File: src/rtl/dsp_sel_ctrl_pkg.sv
// rtl/dsp_sel_ctrl_pkg.sv - shared mode codes and default parameters for the display-select controller
package dsp_sel_ctrl_pkg;

    typedef enum logic [1:0] {
        DSEL_SWITCH = 2'd0,
        DSEL_MANUAL = 2'd1,
        DSEL_AUTO   = 2'd2
    } dsel_mode_e;

    localparam int          DEF_DEB_TICKS   = 4;
    localparam int          DEF_AUTO_TICKS  = 1000;
    localparam logic [15:0] DEF_SKIP_MASK   = 16'h0C00;
    localparam logic [3:0]  DEF_DIRECT_CODE = 4'd10;

    // Mode button cycles SWITCH -> MANUAL -> AUTO -> SWITCH; the unused code falls back to SWITCH.
    function automatic dsel_mode_e next_mode(input dsel_mode_e m);
        case (m)
            DSEL_SWITCH: return DSEL_MANUAL;
            DSEL_MANUAL: return DSEL_AUTO;
            default:     return DSEL_SWITCH;
        endcase
    endfunction

endpackage

File: src/rtl/dsp_sel_ctrl_if.sv
// rtl/dsp_sel_ctrl_if.sv - board-side inputs and mux/seg7 control outputs of the display-select controller
interface dsp_sel_ctrl_if;
    logic       tick;
    logic       btn_next;
    logic       btn_prev;
    logic       btn_mode;
    logic [3:0] sw_sel;
    logic [3:0] sel;
    logic       direct;
    logic [1:0] mode;
    logic       sel_chg;

    modport master (
        output tick, btn_next, btn_prev, btn_mode, sw_sel,
        input  sel, direct, mode, sel_chg
    );

    modport slave (
        input  tick, btn_next, btn_prev, btn_mode, sw_sel,
        output sel, direct, mode, sel_chg
    );
endinterface

File: src/rtl/dsp_sel_ctrl_btn_debounce.sv
// rtl/dsp_sel_ctrl_btn_debounce.sv - button synchroniser, tick-sampled debouncer and press pulse
module dsp_sel_ctrl_btn_debounce #(
    parameter int DEB_TICKS = 4
) (
    input  logic clk,
    input  logic reset,
    input  logic tick,
    input  logic btn,
    output logic press
);
    localparam int CW = $clog2(DEB_TICKS + 1);

    logic          sync1_q, sync1_d;
    logic          sync2_q, sync2_d;
    logic          level_q, level_d;
    logic [CW-1:0] cnt_q, cnt_d;
    logic          press_q, press_d;

    // Count consecutive tick samples that disagree with the accepted level; flip after DEB_TICKS of them.
    always_comb begin
        sync1_d = btn;
        sync2_d = sync1_q;
        level_d = level_q;
        cnt_d   = cnt_q;
        press_d = 1'b0;
        if (tick) begin
            if (sync2_q != level_q) begin
                if (cnt_q == CW'(DEB_TICKS - 1)) begin
                    level_d = ~level_q;
                    cnt_d   = '0;
                    press_d = ~level_q;
                end else begin
                    cnt_d = cnt_q + CW'(1);
                end
            end else begin
                cnt_d = '0;
            end
        end
    end

    // State registers; reset reports the button released and drops any partial count.
    always_ff @(posedge clk or posedge reset) begin
        if (reset) begin
            sync1_q <= 1'b0;
            sync2_q <= 1'b0;
            level_q <= 1'b0;
            cnt_q   <= '0;
            press_q <= 1'b0;
        end else begin
            sync1_q <= sync1_d;
            sync2_q <= sync2_d;
            level_q <= level_d;
            cnt_q   <= cnt_d;
            press_q <= press_d;
        end
    end

    assign press = press_q;
endmodule

File: src/rtl/dsp_sel_ctrl.sv
// rtl/dsp_sel_ctrl.sv - display-source select controller with switch, manual-step and auto-rotate modes
module dsp_sel_ctrl
    import dsp_sel_ctrl_pkg::*;
#(
    parameter int          DEB_TICKS   = DEF_DEB_TICKS,
    parameter int          AUTO_TICKS  = DEF_AUTO_TICKS,
    parameter logic [15:0] SKIP_MASK   = DEF_SKIP_MASK,
    parameter logic [3:0]  DIRECT_CODE = DEF_DIRECT_CODE
) (
    input  logic           clk,
    input  logic           reset,
    dsp_sel_ctrl_if.slave  bus
);
    logic press_next, press_prev, press_mode;

    dsp_sel_ctrl_btn_debounce #(.DEB_TICKS(DEB_TICKS)) u_deb_next (
        .clk(clk), .reset(reset), .tick(bus.tick), .btn(bus.btn_next), .press(press_next)
    );
    dsp_sel_ctrl_btn_debounce #(.DEB_TICKS(DEB_TICKS)) u_deb_prev (
        .clk(clk), .reset(reset), .tick(bus.tick), .btn(bus.btn_prev), .press(press_prev)
    );
    dsp_sel_ctrl_btn_debounce #(.DEB_TICKS(DEB_TICKS)) u_deb_mode (
        .clk(clk), .reset(reset), .tick(bus.tick), .btn(bus.btn_mode), .press(press_mode)
    );

    // First non-skipped code above cur (wrapping); cur itself is returned when all others are skipped.
    function automatic logic [3:0] next_code(input logic [3:0] cur);
        logic [3:0] res;
        logic [3:0] c;
        logic       found;
        res   = cur;
        found = 1'b0;
        for (int i = 1; i < 16; i++) begin
            c = cur + 4'(i);
            if (!found && !SKIP_MASK[c]) begin
                res   = c;
                found = 1'b1;
            end
        end
        return res;
    endfunction

    // First non-skipped code below cur (wrapping); cur itself is returned when all others are skipped.
    function automatic logic [3:0] prev_code(input logic [3:0] cur);
        logic [3:0] res;
        logic [3:0] c;
        logic       found;
        res   = cur;
        found = 1'b0;
        for (int i = 1; i < 16; i++) begin
            c = cur - 4'(i);
            if (!found && !SKIP_MASK[c]) begin
                res   = c;
                found = 1'b1;
            end
        end
        return res;
    endfunction

    dsel_mode_e  mode_q, mode_d;
    logic [3:0]  sel_q, sel_d;
    logic        direct_q, direct_d;
    logic        sel_chg_q, sel_chg_d;
    logic [15:0] auto_cnt_q, auto_cnt_d;
    logic        step_req;

    // Mode FSM and select update: a mode press pre-empts stepping, next+prev together cancel out.
    always_comb begin
        mode_d     = mode_q;
        sel_d      = sel_q;
        auto_cnt_d = auto_cnt_q;
        step_req   = press_next ^ press_prev;
        if (press_mode) begin
            mode_d = next_mode(mode_q);
            if (mode_d == DSEL_AUTO) begin
                auto_cnt_d = '0;
            end
        end else begin
            case (mode_q)
                DSEL_SWITCH: begin
                    sel_d = bus.sw_sel;
                end
                DSEL_MANUAL: begin
                    if (step_req) begin
                        sel_d = press_next ? next_code(sel_q) : prev_code(sel_q);
                    end
                end
                DSEL_AUTO: begin
                    if (step_req) begin
                        sel_d      = press_next ? next_code(sel_q) : prev_code(sel_q);
                        auto_cnt_d = '0;
                    end else if (bus.tick) begin
                        if (auto_cnt_q == 16'(AUTO_TICKS - 1)) begin
                            auto_cnt_d = '0;
                            sel_d      = next_code(sel_q);
                        end else begin
                            auto_cnt_d = auto_cnt_q + 16'd1;
                        end
                    end
                end
                default: begin
                    mode_d = DSEL_SWITCH;
                end
            endcase
        end
        direct_d  = (sel_d == DIRECT_CODE);
        sel_chg_d = (sel_d != sel_q);
    end

    // Registered outputs so sel, direct and sel_chg all change together.
    always_ff @(posedge clk or posedge reset) begin
        if (reset) begin
            mode_q     <= DSEL_SWITCH;
            sel_q      <= 4'd0;
            direct_q   <= (DIRECT_CODE == 4'd0);
            sel_chg_q  <= 1'b0;
            auto_cnt_q <= '0;
        end else begin
            mode_q     <= mode_d;
            sel_q      <= sel_d;
            direct_q   <= direct_d;
            sel_chg_q  <= sel_chg_d;
            auto_cnt_q <= auto_cnt_d;
        end
    end

    assign bus.sel     = sel_q;
    assign bus.direct  = direct_q;
    assign bus.mode    = mode_q;
    assign bus.sel_chg = sel_chg_q;
endmodule

File: src/flat_wrapper.sv
// flat-port wrapper written by rule: the top's interface ports become plain ports
module dsp_sel_ctrl_flat import dsp_sel_ctrl_pkg::*;
#(
    parameter int          DEB_TICKS   = DEF_DEB_TICKS,
    parameter int          AUTO_TICKS  = DEF_AUTO_TICKS,
    parameter logic [15:0] SKIP_MASK   = DEF_SKIP_MASK,
    parameter logic [3:0]  DIRECT_CODE = DEF_DIRECT_CODE
)
  (clk, reset, bus_tick, bus_btn_next, bus_btn_prev, bus_btn_mode, bus_sw_sel, bus_sel, bus_direct, bus_mode, bus_sel_chg);
  dsp_sel_ctrl_if bus_i ();
  input  logic clk;
  input  logic reset;
  input wire logic [$bits(bus_i.tick)-1:0] bus_tick;
  input wire logic [$bits(bus_i.btn_next)-1:0] bus_btn_next;
  input wire logic [$bits(bus_i.btn_prev)-1:0] bus_btn_prev;
  input wire logic [$bits(bus_i.btn_mode)-1:0] bus_btn_mode;
  input wire logic [$bits(bus_i.sw_sel)-1:0] bus_sw_sel;
  output wire logic [$bits(bus_i.sel)-1:0] bus_sel;
  output wire logic [$bits(bus_i.direct)-1:0] bus_direct;
  output wire logic [$bits(bus_i.mode)-1:0] bus_mode;
  output wire logic [$bits(bus_i.sel_chg)-1:0] bus_sel_chg;
  assign bus_i.tick = bus_tick;
  assign bus_i.btn_next = bus_btn_next;
  assign bus_i.btn_prev = bus_btn_prev;
  assign bus_i.btn_mode = bus_btn_mode;
  assign bus_i.sw_sel = bus_sw_sel;
  assign bus_sel = bus_i.sel;
  assign bus_direct = bus_i.direct;
  assign bus_mode = bus_i.mode;
  assign bus_sel_chg = bus_i.sel_chg;
  dsp_sel_ctrl #(.DEB_TICKS(DEB_TICKS), .AUTO_TICKS(AUTO_TICKS), .SKIP_MASK(SKIP_MASK), .DIRECT_CODE(DIRECT_CODE)) u_core (.clk(clk), .reset(reset), .bus(bus_i));
endmodule
File: config.mk
export PLATFORM = sky130hd
export DESIGN_NAME = dsp_sel_ctrl_flat
export DESIGN_NICKNAME = d
export VERILOG_FILES = /design/src/rtl/dsp_sel_ctrl_pkg.sv /design/src/rtl/dsp_sel_ctrl_if.sv /design/src/rtl/dsp_sel_ctrl_btn_debounce.sv /design/src/rtl/dsp_sel_ctrl.sv /design/src/flat_wrapper.sv
export SDC_FILE = /design/constraint.sdc
export NUM_CORES = 1
export LEC_CHECK = 0
export CAP_MARGIN = 25
export CORE_UTILIZATION = 53
export DETAILED_ROUTE_END_ITERATION = 12
export PLACE_DENSITY = 0.75
export SYNTH_ARGS = -nofsm -noshare
export SYNTH_HDL_FRONTEND = slang
export SYNTH_SLANG_ARGS = --single-unit
export TNS_END_PERCENT = 50
File: constraint.sdc
create_clock -name clk -period 3 [get_ports clk]
set_input_delay 0.6 -clock clk [delete_from_list [all_inputs] [get_ports clk]]
set_output_delay 0.6 -clock clk [all_outputs]
set_load 0.01 [all_outputs]
# --- Word-level counts from Yosys, hierarchy flattened ---
# Memories as Yosys holds them, arrays and structs flattened.
# Cells that the tools add are included.
word_totals:
  regBits: 45
  mem_bits_ro: 480
  input_bits: 10
  output_inout_bits: 8
  wordCells: 746
  mem_count: 30
op_classes:
  n_addsub: 34
  n_lt_le_gt_ge: 30
  n_eq_ne: 14
  muxes: 438
  bitwise: 4
  reduce_logical: 176
mem_list:
  columns: ["name", "depth", "word_bits", "rd", "rd_clocked_by_memory_dff", "write_ports", "line_no", "rtl"]
  rows:
  - ["(name not given)", 16, 1, 1, 0, 0, "dsp_sel_ctrl.sv:52", "if (!found && !SKIP_MASK[c]) begin"]
  - ["(name not given)", 16, 1, 1, 0, 0, "dsp_sel_ctrl.sv:52", null]
  - ["(name not given)", 16, 1, 1, 0, 0, "dsp_sel_ctrl.sv:35", "if (!found && !SKIP_MASK[c]) begin"]
  - ["(name not given)", 16, 1, 1, 0, 0, "dsp_sel_ctrl.sv:52", null]
  - ["(name not given)", 16, 1, 1, 0, 0, "dsp_sel_ctrl.sv:52", null]
  - ["(name not given)", 16, 1, 1, 0, 0, "dsp_sel_ctrl.sv:52", null]
  - ["24 more memories", null, null, null, null, null, null, null]
op_table:
  columns: ["cell", "n"]
  rows:
  - ["two-way mux 1 bit", 342]
  - ["two-way mux 4 bit", 79]
  - ["less-than comparator 4 x 5 -> 1 bit, second input constant", 30]
  - ["logical NOT 1 bit", 98]
  - ["two-way mux 16 bit", 6]
  - ["logical AND 1 bit", 70]
  - ["adder 4 bit, second input constant", 8]
  - ["subtractor 4 bit, second input constant", 8]
  - ["two-way mux 3 bit", 6]
  - ["adder 16 x 1 -> 16 bit, second input constant", 1]
  - ["adder 4 x 3 -> 4 bit, second input constant", 4]
  - ["equality test 16 x 10 -> 1 bit, second input constant", 1]
  - ["subtractor 4 x 3 -> 4 bit, second input constant", 4]
  - ["one-hot mux 4 bit (3 select lines)", 1]
  - ["AND reduction 3 bit", 4]
  - ["adder 3 x 1 -> 3 bit, second input constant", 3]
  - ["equality test 3 x 2 -> 1 bit, second input constant", 3]
  - ["adder 4 x 2 -> 4 bit, second input constant", 2]
  - ["subtractor 4 x 2 -> 4 bit, second input constant", 2]
  - ["two-way mux 2 bit", 3]
  - ["adder 4 x 1 -> 4 bit, second input constant", 1]
  - ["equality test 2 bit, second input constant", 2]
  - ["equality test 4 bit, second input constant", 1]
  - ["!= test 2 x 1 -> 1 bit, second input constant", 2]
  - ["11 further kinds", 15]

# --- Longest topological paths before layout ---
depth:
  ltp_word: 122
  mapped_depth: 10
  mapped_depth_nobuf: 9

# --- Hierarchy ---
# From an unflattened synthesis, not the netlist that was laid out.
hier_totals:
  cells_unflattened: 288
  area_unflattened_um2: 2854.0
modules_own_cells:
  columns: ["mod", "n_inst", "cells_per_inst", "area_each_um2", "seq_area_each_um2"]
  rows:
  - ["dsp_sel_ctrl", 1, 219, 1979.4, 600.6]
  - ["dsp_sel_ctrl_btn_debounce", 3, 23, 291.5, 175.2]

# --- Worst setup path before layout ---
# No wires, ideal clock.
synth_path:
  kind: "reg-to-reg"
  start: "register u_core.sel_q[0], in the netlist u_core.bus.sel[0]"
  end: "register u_core.direct_q, in the netlist u_core.bus.direct"
  setup_time_ns: 0.068
  arrival_ns: 2.880
  t_required_ns: 2.932
  slack_ns: 0.052
  path_stages_with_launch: 11
  n_path_buf: 1
  period_less_slack_ns: 2.948
  cell_sequence: "dfrtp_1 > clkbuf_1 > inv_1 > ha_1 > xor2_1 > or4_4 > o221ai_4 > nand2_2 > o211a_1 > a311o_1 > and4bb_1"
synth_via:
  elab_chain_cells: 122
  elab_cells_between_ends: 642
  cone_classes: "add/sub (30); eq/ne (1); mux (413); reduce/logical (168); memory (30)"
synth_rtl:
  columns: ["element", "line_no", "rtl"]
  rows:
  - ["start, declared", "dsp_sel_ctrl.sv:61", "logic [3:0] sel_q, sel_d;"]
  - ["start signal, assigned", "dsp_sel_ctrl.sv:120", "sel_q <= sel_d;"]
  - ["adder 4 x 1 -> 4 bit", "dsp_sel_ctrl.sv:34", "c = cur + 4'(i);"]
  - ["memory read (16 x 1 bit)", null, null]
  - ["two-way mux 1 bit (implied by the code)", "dsp_sel_ctrl.sv:35", null]
  - ["two-way mux 1 bit", "dsp_sel_ctrl.sv:35", null]
  - ["two-way mux 1 bit", "dsp_sel_ctrl.sv:93", "if (auto_cnt_q == 16'(AUTO_TICKS - 1)) begin"]
  - ["two-way mux 1 bit", "dsp_sel_ctrl.sv:92", "end else if (bus.tick) begin"]
  - ["two-way mux 1 bit", "dsp_sel_ctrl.sv:89", "if (step_req) begin"]
  - ["two-way mux 1 bit", "dsp_sel_ctrl.sv:79", "case (mode_q)"]
  - ["(+108 left out)", null, null]
  - ["two-way mux 4 bit", "dsp_sel_ctrl.sv:93", null]
  - ["two-way mux 4 bit", "dsp_sel_ctrl.sv:92", null]
  - ["two-way mux 4 bit", "dsp_sel_ctrl.sv:89", null]
  - ["one-hot mux 4 bit (3 select lines)", "dsp_sel_ctrl.sv:79", null]
  - ["two-way mux 4 bit *", "dsp_sel_ctrl.sv:73", "if (press_mode) begin"]
  - ["net u_core.sel_d[0]", "dsp_sel_ctrl.sv:61", null]
  - ["equality test 4 bit *", "dsp_sel_ctrl.sv:106", "direct_d = (sel_d == DIRECT_CODE);"]
  - ["net u_core.direct_d", "dsp_sel_ctrl.sv:62", "logic direct_q, direct_d;"]
  - ["end signal, assigned", "dsp_sel_ctrl.sv:115", "direct_q <= (DIRECT_CODE == 4'd0);"]
  - ["end signal, assigned", "dsp_sel_ctrl.sv:121", "direct_q <= direct_d;"]
  - ["end, declared", "dsp_sel_ctrl.sv:62", null]
# Mark *: on every way through the listed nets, which the timed path passes. The rest lies on a longest branch. The select of a mux whose other input is x is not followed.
# A chain may end at the register's enable or synchronous reset.

# --- Final worst setup path ---
layout_path:
  start: "register u_core.sel_q[1], in the netlist u_core.bus.sel[1]"
  end: "register u_core.direct_q, in the netlist u_core.bus.direct"
layout_via:
  elab_chain_cells: 122
  elab_cells_between_ends: 642
  cone_classes: "add/sub (30); eq/ne (1); mux (413); reduce/logical (168); memory (30)"
layout_rtl:
  columns: ["element", "line_no"]
  rows:
  - ["adder 4 x 1 -> 4 bit", "dsp_sel_ctrl.sv:34"]
  - ["memory read (16 x 1 bit)", null]
  - ["two-way mux 1 bit (implied by the code)", "dsp_sel_ctrl.sv:35"]
  - ["two-way mux 1 bit", "dsp_sel_ctrl.sv:35"]
  - ["two-way mux 1 bit", "dsp_sel_ctrl.sv:93"]
  - ["two-way mux 1 bit", "dsp_sel_ctrl.sv:92"]
  - ["two-way mux 1 bit", "dsp_sel_ctrl.sv:89"]
  - ["two-way mux 1 bit", "dsp_sel_ctrl.sv:79"]
  - ["(+108 left out)", null]
  - ["two-way mux 4 bit", "dsp_sel_ctrl.sv:93"]
  - ["two-way mux 4 bit", "dsp_sel_ctrl.sv:92"]
  - ["two-way mux 4 bit", "dsp_sel_ctrl.sv:89"]
  - ["one-hot mux 4 bit (3 select lines) *", "dsp_sel_ctrl.sv:79"]
  - ["two-way mux 4 bit *", "dsp_sel_ctrl.sv:73"]
  - ["net u_core.sel_d[0]", "dsp_sel_ctrl.sv:61"]
  - ["equality test 4 bit *", "dsp_sel_ctrl.sv:106"]
  - ["net u_core.direct_d", "dsp_sel_ctrl.sv:62"]
# Marked as above.

==> reports/metrics.cfg <==
[clocking]
clock_latency_ns = 0.30
clock_sinks = 45
holdBufCountCts = 0
cts_tree = built
cts-root-buf = clkbuf_8
path_clk_slew_ns = 0.08
cts_max_level = 2
clk_path_buf_depth = 2
numCtsBuffers = 5

[drt]
firstDrtPassIters = 4
viasPerCell = 5.808
drc = 0
wl_per_cell_um = 14.94
drt_wl_total_um = 6065
vias = 2358
ant_nets = 0
drt_iter0_drc = 208

[finish]
diodes = 0
mostFrequentLayoutCells = 45 x dfrtp_1, 28 x nand2_1, 27 x nor2_1
final_cell_count_no_fill = 406
drive_above_1_share = 0.1042
final_common_cell = dfrtp_1
nFillCells = 423
layout.nets = 357
area_growth_pct = 15.54

[placement]
portBuffers = 17
gp_congestion = 0.9531
dp_hpwl_um = 4518
placed_cells = 398

[worst_hold_path]
worstHoldPathType = reg2reg
hold_depth = 0

[sta]
period_needed_ns = 2.736
drv_slew = 0
worstMarginPinSlew_ns = 0.6490
rsz0062_at_grt = no
fmax_mhz = 365.5
hold_violations = 0
max_slew_margin = 0.5658
skew_ns = 0.006933
setup_viol_count_final = 0
totalNegativeSetupSlack_ns = 0
fin_crit_sh = 0.9120

[global_route]
grt_pass1_vias = 2186
grt_overflow = 0
grt_max_degree = 30
grt_first_pass_wirelength_um = 10240
antenna_found_initial = 0
track_usage = 0.2422

[floorplan]
die_height_um = 74.61
num_rows = 26
core_area_sq_um = 5107
start_util = 0.5470
die_x_um = 74.61
ioPinCount = 18
die-area_sq_um = 5566

[logic_synthesis]
syn-cell-area_sq_um = 2794
ys_seq_area_frac = 0.4030
synth_fa_ha_area_frac = 0.05374
syn_area_per_cell_sq_um = 9.101
synth_compound_gate_area_share = 0.2042
synthArstFlopShare = 1.000
synth_xor_xnor_area_share = 0.04702
syn_nets = 329
synth-simple-area-share = 0.2356
synth_mux_area_frac = 0.02418
synth_edf_count = 0
ys_seq_elements = 45
netlist_instances = 307
ys_types = 61
synthFlopType = dfrtp_1
synth_warnings = 0
synth_top_family_by_area = simple AND/OR/NAND/NOR gates

[power_and_ir_drop]
p_leak_uw = 0.001407
power.density_nw_per_um2 = 817.2
irDropWorstVdd_v = 0.0005040

[worst_setup_path]
crit_type = reg2reg
start_kind = register
cp_max_fo = 6
critical_path_arrival_ns = 2.96
rr_worst_depth = 9
cp_data_required_time_ns = 3.23
critPathCaptureType = register

[run_status]
status = completed

[flow_run]
cap_viol_max_count = 0

-- final timing paths --
kind                                      startpoint                          to  slack (ns)
setup / recovery                   u_core.bus.sel[1]           u_core.bus.direct        0.26
hold / removal             u_core.u_deb_next.sync1_q   u_core.u_deb_next.sync2_q        0.35
setup reg to reg                   u_core.bus.sel[1]           u_core.bus.direct        0.26
hold reg to reg            u_core.u_deb_next.sync1_q   u_core.u_deb_next.sync2_q        0.35
max in group asynchronous                      reset        u_core.auto_cnt_q[6]        1.75
min in group asynchronous                      reset  u_core.u_deb_next.cnt_q[2]        0.68
-- layer usage --
layer / share of wire / track usage / wire [um] / vias to the layer above
met1: 0.45 / 0.3467 / 2749 / 1093
li1: - / - / - / 1180
met5: 0 / 0 / 0 / -
met2: 0.46 / 0.3664 / 2795 / 75
met3: 0.069 / 0.04743 / 418 / 10
met4: 0.016 / 0.08595 / 100 / 0
-- state kept, by name (all words and copies together) (netlist names), 2 cells and up --
register and cells:
u_core.u_deb_mode.cnt_q 3, u_core.u_deb_prev.cnt_q 3, u_core.bus.mode 2, u_core.bus.sel 4
u_core.u_deb_next.cnt_q 3, u_core.auto_cnt_q 16
-- critical path, stage by stage (launching register included) --
cell and delay, ns:
dfrtp_1 0.38, inv_1 0.16, ha_1 0.28, xor2_1 0.13, or4_4 0.54, o221ai_4 0.21
nand2_2 0.10, o211a_1 0.24, a311o_1 0.36, and4bb_1 0.27
-- repair_timing --
| item | in CTS | in global routing |
|---|---|---|
| gates resized for setup | 0 | 1 |
| buffers inserted | 0 | 0 |
| setup endpoints to repair | 0 | 1 |
-- final cells by class --
cell class	count	area, sq um	share of cell area
clock buffer	7	86.33	0.02674
clock inverter	1	30.03	0.009302
inverter	13	48.80	0.01512
multi-input combinational	240	1582	0.4899
sequential	45	1126	0.3488
tap	70	87.58	0.02713
timing repair buffer	30	267.8	0.08295
-- cell usage after synthesis (2+ instances only) --
master / count / area [sq um]
nor3b_1: 3 / 22.52
and4_1: 2 / 17.52
and2_1: 3 / 18.77
nor2b_1: 4 / 25.02
nand4b_1: 2 / 17.52
nand3b_1: 2 / 15.01
a31oi_1: 5 / 31.28
nand2_1: 28 / 105.1
clkbuf_1: 7 / 26.28
o21a_1: 3 / 22.52
and3_1: 3 / 18.77
o41ai_1: 3 / 26.28
o22ai_1: 5 / 31.28
xor2_1: 9 / 78.83
nand2b_1: 10 / 62.56
ha_1: 12 / 150.1
a21boi_1: 3 / 22.52
o31ai_1: 2 / 15.01
and3b_1: 2 / 17.52
o21ai_1: 9 / 45.04
a21oi_1: 14 / 70.07
a21o_1: 4 / 30.03
mux2_2: 6 / 67.56
nor3_1: 8 / 40.04
o211ai_1: 4 / 30.03
or4_1: 2 / 15.01
a21boi_0: 4 / 30.03
nand4_1: 4 / 25.02
nand3_1: 13 / 65.06
dfrtp_1: 45 / 1126
a311o_1: 2 / 20.02
nor2_1: 27 / 101.4
inv_1: 12 / 45.04
xnor2_1: 6 / 52.55
o21ai_0: 13 / 65.06
-- where the power goes --
group	total (uW)	internal [uW]	switching, uW
Combinational	1330	591	742
Clock	468	271	196
Sequential	837	717	120
Total	2640	1580	1060
-- per-stage QoR --
stage | hold slack, ns | cell area, sq um | setup slack [ns] | utilization | power [uW]
after detailed placement | 0.3379 | 3108 | 0.1959 | 0.6085 | 2145
after CTS | 0.3563 | 3224 | 0.2503 | 0.6313 | 2617
final | 0.3527 | 3228 | 0.2641 | 0.6320 | 2638
after global routing | 0.3587 | 3228 | 0.09690 | 0.6320 | 2834
after floorplan | 0.3312 | 2794 | 0.05194 | - | 1762
after global placement | 0.3326 | 3108 | 0.2714 | 0.6085 | 2126
-- cell families after synthesis --
logic type	after synthesis
buf+inv	22
compound gates	84
flops	45
fa+ha+maj	12
mux	6
xor+xnor	15
simple gates	123
(Power assumes the default switching activity.)
